===== src/rtl/nanov_sequencer_if.sv =====
// Fetch and store-serialisation bus between the nanoV sequencer (master)
// and the instruction memory / store sink (slave).
interface nanov_sequencer_if;
  logic        instr_req;
  logic [31:0] instr_addr;
  logic        instr_valid;
  logic [31:0] instr_data;
  logic        store_valid;
  logic        store_data;
  logic        store_ready;

  modport master (
    output instr_req, instr_addr, store_valid, store_data,
    input  instr_valid, instr_data, store_ready
  );

  modport slave (
    input  instr_req, instr_addr, store_valid, store_data,
    output instr_valid, instr_data, store_ready
  );
endinterface


===== src/rtl/nanov_sequencer.sv =====
// Control sequencer for the bit-serial nanoV core: fetch, 32/64-clk exec timebase,
// MSB-first store serialisation and PC update. Define NANOV_SEQ_RETIRE_EN for the retired counter.
module nanov_sequencer #(
  parameter logic [31:0] RESET_PC  = 32'h0000_0000,
  parameter logic [31:0] NOP_INSTR = 32'h0000_0013
) (
  input  logic              clk,
  input  logic              rst,
  nanov_sequencer_if.master bus,
  output logic [31:0]       instr,
  output logic [2:0]        cycle,
  output logic [4:0]        counter,
  output logic              pc,
  input  logic              branch,
  input  logic [31:0]       data_out,
  output logic              shift_data_out,
  output logic              busy
`ifdef NANOV_SEQ_RETIRE_EN
  ,
  output logic [31:0]       retired
`endif
);

  typedef enum logic [1:0] {
    FETCH = 2'd0,
    EXEC  = 2'd1,
    STORE = 2'd2
  } state_t;

  state_t      state_reg, state_next;
  logic [31:0] pc_reg, pc_next;
  logic [31:0] instr_reg, instr_next;
  logic [4:0]  counter_reg, counter_next;
  logic [2:0]  cycle_reg, cycle_next;
  logic        taken_reg, taken_next;
  logic        pc_update;

  logic [6:0]  opcode;
  logic [1:0]  funct3_lo;
  logic        is_two_pass;
  logic        is_store;
  logic        pass_done;
  logic        last_pass;
  logic        taken_now;
  logic [31:0] pc_target;

  assign opcode    = instr_reg[6:0];
  assign funct3_lo = instr_reg[13:12];

  // Jumps, branches and shifts need a second pass over the operand bits.
  assign is_two_pass = ((opcode[6:4] == 3'b110) && opcode[2])
                     || (opcode[6:2] == 5'b11000)
                     || (opcode[4] && (funct3_lo == 2'b01));
  assign is_store    = (opcode[6:2] == 5'b01000);
  assign pass_done   = (counter_reg == 5'd31);
  assign last_pass   = (cycle_reg == {2'b00, is_two_pass});

  // A branch strobe on the final exec clock still counts towards the target.
  assign taken_now = taken_reg || ((state_reg == EXEC) && branch);
  assign pc_target = taken_now ? (data_out & 32'hFFFF_FFFE) : (pc_reg + 32'd4);

`ifdef NANOV_SEQ_RETIRE_EN
  logic [31:0] retired_reg, retired_next;
  assign retired_next = retired_reg + {31'd0, pc_update};
  assign retired      = retired_reg;
`endif

  always_ff @(posedge clk) begin
    if (rst) begin
      state_reg   <= FETCH;
      pc_reg      <= RESET_PC & 32'hFFFF_FFFC;
      instr_reg   <= NOP_INSTR;
      counter_reg <= 5'd0;
      cycle_reg   <= 3'd0;
      taken_reg   <= 1'b0;
`ifdef NANOV_SEQ_RETIRE_EN
      retired_reg <= 32'd0;
`endif
    end else begin
      state_reg   <= state_next;
      pc_reg      <= pc_next;
      instr_reg   <= instr_next;
      counter_reg <= counter_next;
      cycle_reg   <= cycle_next;
      taken_reg   <= taken_next;
`ifdef NANOV_SEQ_RETIRE_EN
      retired_reg <= retired_next;
`endif
    end
  end

  always_comb begin
    state_next   = state_reg;
    pc_next      = pc_reg;
    instr_next   = instr_reg;
    counter_next = counter_reg;
    cycle_next   = cycle_reg;
    taken_next   = taken_reg;
    pc_update    = 1'b0;
    case (state_reg)
      FETCH: begin
        counter_next = 5'd0;
        cycle_next   = 3'd0;
        if (bus.instr_valid) begin
          instr_next = bus.instr_data;
          taken_next = 1'b0;
          state_next = EXEC;
        end
      end
      EXEC: begin
        taken_next   = taken_now;
        counter_next = counter_reg + 5'd1;
        if (pass_done) begin
          if (last_pass) begin
            cycle_next = 3'd0;
            if (is_store) begin
              state_next = STORE;
            end else begin
              pc_update  = 1'b1;
              state_next = FETCH;
            end
          end else begin
            cycle_next = cycle_reg + 3'd1;
          end
        end
      end
      STORE: begin
        if (bus.store_ready) begin
          counter_next = counter_reg + 5'd1;
          if (pass_done) begin
            pc_update  = 1'b1;
            state_next = FETCH;
          end
        end
      end
      default: state_next = FETCH;
    endcase
    if (pc_update) pc_next = pc_target;
  end

  always_comb begin
    bus.instr_req   = (state_reg == FETCH);
    bus.instr_addr  = pc_reg;
    bus.store_valid = (state_reg == STORE);
    bus.store_data  = data_out[31];
    shift_data_out  = (state_reg == STORE) && bus.store_ready;
    instr           = (state_reg == EXEC) ? instr_reg : NOP_INSTR;
    cycle           = cycle_reg;
    counter         = counter_reg;
    pc              = pc_reg[counter_reg];
    busy            = (state_reg != FETCH);
  end

endmodule


===== src/flat_wrapper.sv =====
// flat-port wrapper written by rule: the top's interface ports become plain ports
module nanov_sequencer_flat 
#(
  parameter logic [31:0] RESET_PC  = 32'h0000_0000,
  parameter logic [31:0] NOP_INSTR = 32'h0000_0013
)
  (clk, rst, instr, cycle, counter, pc, branch, data_out, shift_data_out, busy, bus_instr_req, bus_instr_addr, bus_store_valid, bus_store_data, bus_instr_valid, bus_instr_data, bus_store_ready);
  nanov_sequencer_if bus_i ();
  input  logic clk;
  input  logic rst;
  output logic [31:0] instr;
  output logic [2:0] cycle;
  output logic [4:0] counter;
  output logic pc;
  input  logic branch;
  input  logic [31:0] data_out;
  output logic shift_data_out;
  output logic busy;
  output wire logic [$bits(bus_i.instr_req)-1:0] bus_instr_req;
  output wire logic [$bits(bus_i.instr_addr)-1:0] bus_instr_addr;
  output wire logic [$bits(bus_i.store_valid)-1:0] bus_store_valid;
  output wire logic [$bits(bus_i.store_data)-1:0] bus_store_data;
  input wire logic [$bits(bus_i.instr_valid)-1:0] bus_instr_valid;
  input wire logic [$bits(bus_i.instr_data)-1:0] bus_instr_data;
  input wire logic [$bits(bus_i.store_ready)-1:0] bus_store_ready;
  assign bus_instr_req = bus_i.instr_req;
  assign bus_instr_addr = bus_i.instr_addr;
  assign bus_store_valid = bus_i.store_valid;
  assign bus_store_data = bus_i.store_data;
  assign bus_i.instr_valid = bus_instr_valid;
  assign bus_i.instr_data = bus_instr_data;
  assign bus_i.store_ready = bus_store_ready;
  nanov_sequencer #(.RESET_PC(RESET_PC), .NOP_INSTR(NOP_INSTR)) u_core (.clk(clk), .rst(rst), .bus(bus_i), .instr(instr), .cycle(cycle), .counter(counter), .pc(pc), .branch(branch), .data_out(data_out), .shift_data_out(shift_data_out), .busy(busy));
endmodule

===== config.mk =====
export PLATFORM = sky130hd
export DESIGN_NAME = nanov_sequencer_flat
export DESIGN_NICKNAME = d
export VERILOG_FILES = /design/src/rtl/nanov_sequencer_if.sv /design/src/rtl/nanov_sequencer.sv /design/src/flat_wrapper.sv
export SDC_FILE = /design/constraint.sdc
export NUM_CORES = 1
export LEC_CHECK = 0
export CORE_MARGIN = 2
export CORE_UTILIZATION = 46
export DETAILED_ROUTE_END_ITERATION = 7
export GPL_ROUTABILITY_DRIVEN = 0
export PLACE_DENSITY_LB_ADDON = 0.05
export SETUP_SLACK_MARGIN = 0.02
export SYNTH_ARGS = -nofsm -noshare
export SYNTH_HDL_FRONTEND = slang
export SYNTH_SLANG_ARGS = --single-unit

===== constraint.sdc =====
create_clock -name clk -period 3.2 [get_ports clk]
set_clock_uncertainty 0.05 [all_clocks]
set_input_delay 0.64 -clock clk [delete_from_list [all_inputs] [get_ports clk]]
set_output_delay 0.64 -clock clk [all_outputs]
set_load 0.02 [all_outputs]

* After elaboration in Yosys (flattened, before gate mapping)
Cells that the tools add are included.
Word-level totals: flip-flop bits (word level) 75, logic and storage cells 63
Cells by class: add/sub/neg operators 3, $lt $le $gt $ge 1, equality and inequality tests 13, multiplexer cells 24, reductions and logical operators 16
Operators by type and width (number):
- $mux W32 | 2
- $add A32 B3 Y32 const B | 1
- $pmux W5 S3 | 1
- $mux W2 | 6
- $eq A5 B5 Y1 const B | 2
- $ne A2 B1 Y1 const B | 5
- $reduce_and A2 Y1 | 4
- $mux W1 | 7
- $lt A5 B6 Y1 const B | 1
- $mux W3 | 2
- $pmux W2 S3 | 1
- $pmux W3 S2 | 1
- $add A5 B1 Y5 const B | 1
- $bmux W1 S5 | 1
- $eq A5 B4 Y1 const B | 1
- $mux W5 | 1
- $reduce_and A5 Y1 | 1
- $eq A2 B1 Y1 const B | 2
- $logic_and A1 B1 Y1 | 4
- $pmux W1 S2 | 2
- $reduce_bool A2 Y1 | 2
- $add A3 B1 Y3 const B | 1
- $eq A3 B1 Y1 | 1
- $eq A3 B3 Y1 const B | 1
- 4 further kinds | 6

* Longest topological paths before layout
depth in word-level cells 8, mapped depth 9, depth with buffers taken out 8

* Worst setup path after synthesis
OpenSTA, ideal clock, no wires.
kind reg-to-output, start point register u_core.counter_reg[0], in the netlist u_core.counter[0], end point output pc, arrival 1.963 ns, data required time 2.510 ns, path slack 0.547 ns, stages on the path, launching flop included 5, buffers on the path 1, cells stage by stage dfxtp_1 buf_6 mux4_1 mux4_2 mux2_4
On the way: longest elaborated chain between the ends 2
RTL lines:
- start, declared | RTL line nanov_sequencer.sv:33 | logic [4:0] counter_reg, counter_next;
- start signal, assigned | RTL line nanov_sequencer.sv:83 | counter_reg <= counter_next;
- $bmux W1 S5 | RTL line nanov_sequencer.sv:150 | pc = pc_reg[counter_reg];
- $mux W1 (implied by the code) | RTL line nanov_sequencer.sv:150
- end, declared | RTL line flat_wrapper.sv:14 | output logic pc;
No other way between the ends. The select of a mux whose other input is x is not followed.

* Worst setup path after layout
Same ends and word-level chain as after synthesis.

==> insert_results.sql <==
INSERT INTO impl_metrics (metric_group, metric, value, unit) VALUES
('setup_path', 'critPathTopFamily', 'multiplexers', ''),
('worst_hold_path', 'timing.hold.worst.start', 'u_core.instr_reg[20]', ''),
('setup_path', 'worst_r2r_startpoint', 'u_core.counter[0]', ''),
('logic_synthesis', 'synth.ff_latch_count', '74', ''),
('drt', 'initialDrtViolationCount', '298', ''),
('logic_synthesis', 'ys_warn_count', '0', ''),
('logic_synthesis', 'number_of_synthesized_flops_with_an_enable_pin', '0', ''),
('logic_synthesis', 'mappedNetlistArea', '4330', 'um2'),
('global_routing', 'grt_first_pass_wirelength', '21.8', 'mm'),
('setup_path', 'worst_r2r_path_depth', '9', ''),
('setup_path', 'setup.worst_path.class', 'register to primary output', ''),
('run_status', 'run_status', 'complete, no violations', ''),
('timing', 'worst_max_slew_pin_slew', '0.853', 'ns'),
('cts', 'clockRootBuffer', 'sky130_fd_sc_hd__clkbuf_8', ''),
('global_routing', 'grt_util_met3', '4.79', '%'),
('place', 'placement.io_buffers', '144', ''),
('setup_path', 'setup.worst_path.end_class', 'primary output', ''),
('setup_path', 'cp-start-kind', 'register', ''),
('setup_path', 'critical_path.reg2reg.endpoint', 'u_core.bus.instr_addr[16]', ''),
('drt', 'ant_nets', '0', ''),
('power_and_ir_drop', 'total_switching_power', '0.679', 'mW'),
('timing', 'timing_max_transition_violations_final', '0', ''),
('global_routing', 'initial_antenna_violation_count', '0', ''),
('layout', 'largest_reg_flops', '32', ''),
('layout', 'most_frequent_cells_in_the_layout', 'sky130_fd_sc_hd__clkdlybuf4s50_1 (142), sky130_fd_sc_hd__nand2_1 (105), sky130_fd_sc_hd__dfxtp_1 (72)', ''),
('layout', 'postLayoutCoreUtil', '66.4', '%'),
('logic_synthesis', 'synth_cells', '549', ''),
('timing', 'totalNegativeSetupSlack', '0', 'ns'),
('setup_path', 'cpMaxStageDelayCell', 'sky130_fd_sc_hd__mux4_1', ''),
('setup_path', 'critical_path_peak_fanout', '8', ''),
('timing', 'finalHoldViolCount', '0', ''),
('job', 'max_cap_violations', '0', ''),
('power_and_ir_drop', 'power.combinational.fraction', '21.6', '%'),
('worst_hold_path', 'min_path_cells', '2', ''),
('drt', 'route.vias.total', '4755', ''),
('layout', 'drive_gt1_share', '9.14', '%'),
('die', 'die-width', '101', 'um'),
('setup_path', 'worst-path-buf-inv', '1', ''),
('timing', 'layout_worst_path_cycle_share', '97.3', '%'),
('die', 'num_io_pins', '147', ''),
('setup_path', 'required', '2.51', 'ns'),
('layout', 'antenna_cells_inserted', '0', ''),
('power_and_ir_drop', 'sequentialPowerShare', '42.7', '%'),
('worst_hold_path', 'worst_min_delay_path_class', 'register to register', ''),
('cts', 'cts-root-to-sink-buffers', '2', ''),
('cts', 'clkSlewWorstSetupHoldPaths', '0.09', 'ns'),
('logic_synthesis', 'syn-mean-instance-area', '7.88', 'um2'),
('global_routing', 'busiest_layer', 'met2', ''),
('logic_synthesis', 'postSynthNetCount', '626', ''),
('global_routing', 'grt_start_max_net_pins', '71', ''),
('timing', 'fmax', '321', 'MHz'),
('global_routing', 'gr-total-overflow', '0', ''),
('setup_path', 'cp_slowest_stage_delay', '0.58', 'ns'),
('global_routing', 'gr-usage-met1', '37.9', '%'),
('die', 'fp.coreArea', '9200', 'um2'),
('timing', 'worst_slew_margin_rel', '43.1', '%'),
('drt', 'drc', '0', ''),
('global_routing', 'grt_util_met2', '41.6', '%'),
('global_routing', 'groute.usage.overall', '26.8', '%'),
('die', 'dieArea', '10200', 'um2'),
('power_and_ir_drop', 'cell_leakage_power', '2.12', 'nW'),
('logic_synthesis', 'yosys_most_used_dff', 'sky130_fd_sc_hd__dfxtp_1', ''),
('logic_synthesis', 'netlist-cell-type-count', '53', ''),
('setup_path', 'arrival', '2.42', 'ns'),
('die', 'die_h', '101', 'um'),
('cts', 'cts_num_sinks', '74', ''),
('cts', 'cts_made_buffers', '9', ''),
('logic_synthesis', 'synth-seq-area-share', '34.2', '%'),
('drt', 'first_pass_iters', '5', ''),
('place', 'place_hpwl', '9.40', 'mm'),
('setup_path', 'startpoint', 'u_core.counter[0]', '');
## per-layer routing
| metal | up-vias | wire (um) |
|---|---|---|
| met5 | - | 0 |
| met4 | 0 | 199 |
| met3 | 19 | 1260 |
| met2 | 250 | 6090 |
| met1 | 2200 | 5940 |
| li1 | 2286 | - |
## layout make-up
class | count | area (um2)
fillers | 828 | 3090
multi-input cells | 423 | 2610
repair buffers | 168 | 1630
flip-flops and latches | 74 | 1490
well taps | 111 | 139
clock buffers | 10 | 128
clock inverters | 6 | 90.1
inverters | 8 | 30.0
## worst max-delay path by stage
stage | to | slack [ns] | cells after the start
after CTS | pc | 0.05 | 4
after detailed placement | pc | -0.02 | 4
after floorplan | pc | 0.55 | 4
after global routing | pc | 0.02 | 4
final | pc | 0.09 | 4
after global placement | pc | -0.03 | 4
## stage by stage
stage	total power [mW]	cells	hold slack [ns]	area [um2]	setup WS, ns
floorplan	1.29	549	0.382	4330	0.547
global placement	1.49	784	0.387	5900	-0.0289
detailed placement	1.50	784	0.392	5900	-0.0174
CTS	2.31	800	0.405	6130	0.0469
global route	2.41	800	0.420	6110	0.0247
finish	2.30	800	0.401	6110	0.0875
## tightest hold or removal path, cell delays in order (launching register included)
cell and delay [ns]:
sky130_fd_sc_hd__dfxtp_1 0.31, sky130_fd_sc_hd__nand2_1 0.05, sky130_fd_sc_hd__a21oi_1 0.05
## Yosys cell counts (5+ instances only)
library cell,count,share of area (%)
sky130_fd_sc_hd__buf_2,5,0.58
sky130_fd_sc_hd__nor4_1,7,1.0
sky130_fd_sc_hd__nor2_1,23,2.0
sky130_fd_sc_hd__dfxtp_1,74,34
sky130_fd_sc_hd__nand4_1,10,1.4
sky130_fd_sc_hd__and2_1,36,5.2
sky130_fd_sc_hd__nand2_1,105,9.1
sky130_fd_sc_hd__mux4_1,6,3.6
sky130_fd_sc_hd__o21ai_0,11,1.3
sky130_fd_sc_hd__a311oi_1,6,1.2
sky130_fd_sc_hd__ha_1,8,2.3
sky130_fd_sc_hd__nand2b_1,7,1.0
sky130_fd_sc_hd__a21oi_1,62,7.2
sky130_fd_sc_hd__nand3_1,22,2.5
sky130_fd_sc_hd__and3_1,8,1.2
sky130_fd_sc_hd__o31ai_1,23,4.0
sky130_fd_sc_hd__o311ai_0,12,2.4
sky130_fd_sc_hd__inv_1,8,0.69
sky130_fd_sc_hd__o311ai_1,5,1.0
sky130_fd_sc_hd__a211oi_1,6,1.0
sky130_fd_sc_hd__nor3_1,11,1.3
sky130_fd_sc_hd__clkbuf_1,34,2.9
sky130_fd_sc_hd__a31oi_1,12,1.7
## kinds of logic (layout without fill, tap and decap cells)
logic type	Yosys count	after routing	share of synthesized area [%]
and+or+nand+nor	244	244	27.6
DFF	74	74	34.2
muxes	14	14	6.54
adders and majority gates	8	8	2.31
AOI/OAI and AO/OA	155	155	23.8
other	1	1	0.0867
buffers and inverters	52	192	5.12
xor gates and xnor gates	1	1	0.376
## repair_timing
item | CTS | global route
setup endpoints to repair | 1 | 1
endpoints found under the hold margin | 0 | 0
gates resized for setup | 4 | 5
hold buffers | 0 | 0
buffers inserted | 0 | 0
## power groups by stage
stage	Combinational (mW)	Sequential, mW	Clock, mW
floorplan	0.290	0.998	0
CTS	0.497	0.983	0.833
global route	0.549	0.991	0.874
global placement	0.488	1.00	0
detailed placement	0.496	1.00	0
finish	0.498	0.984	0.820
Note: power is estimated with default switching activity, not from simulation.
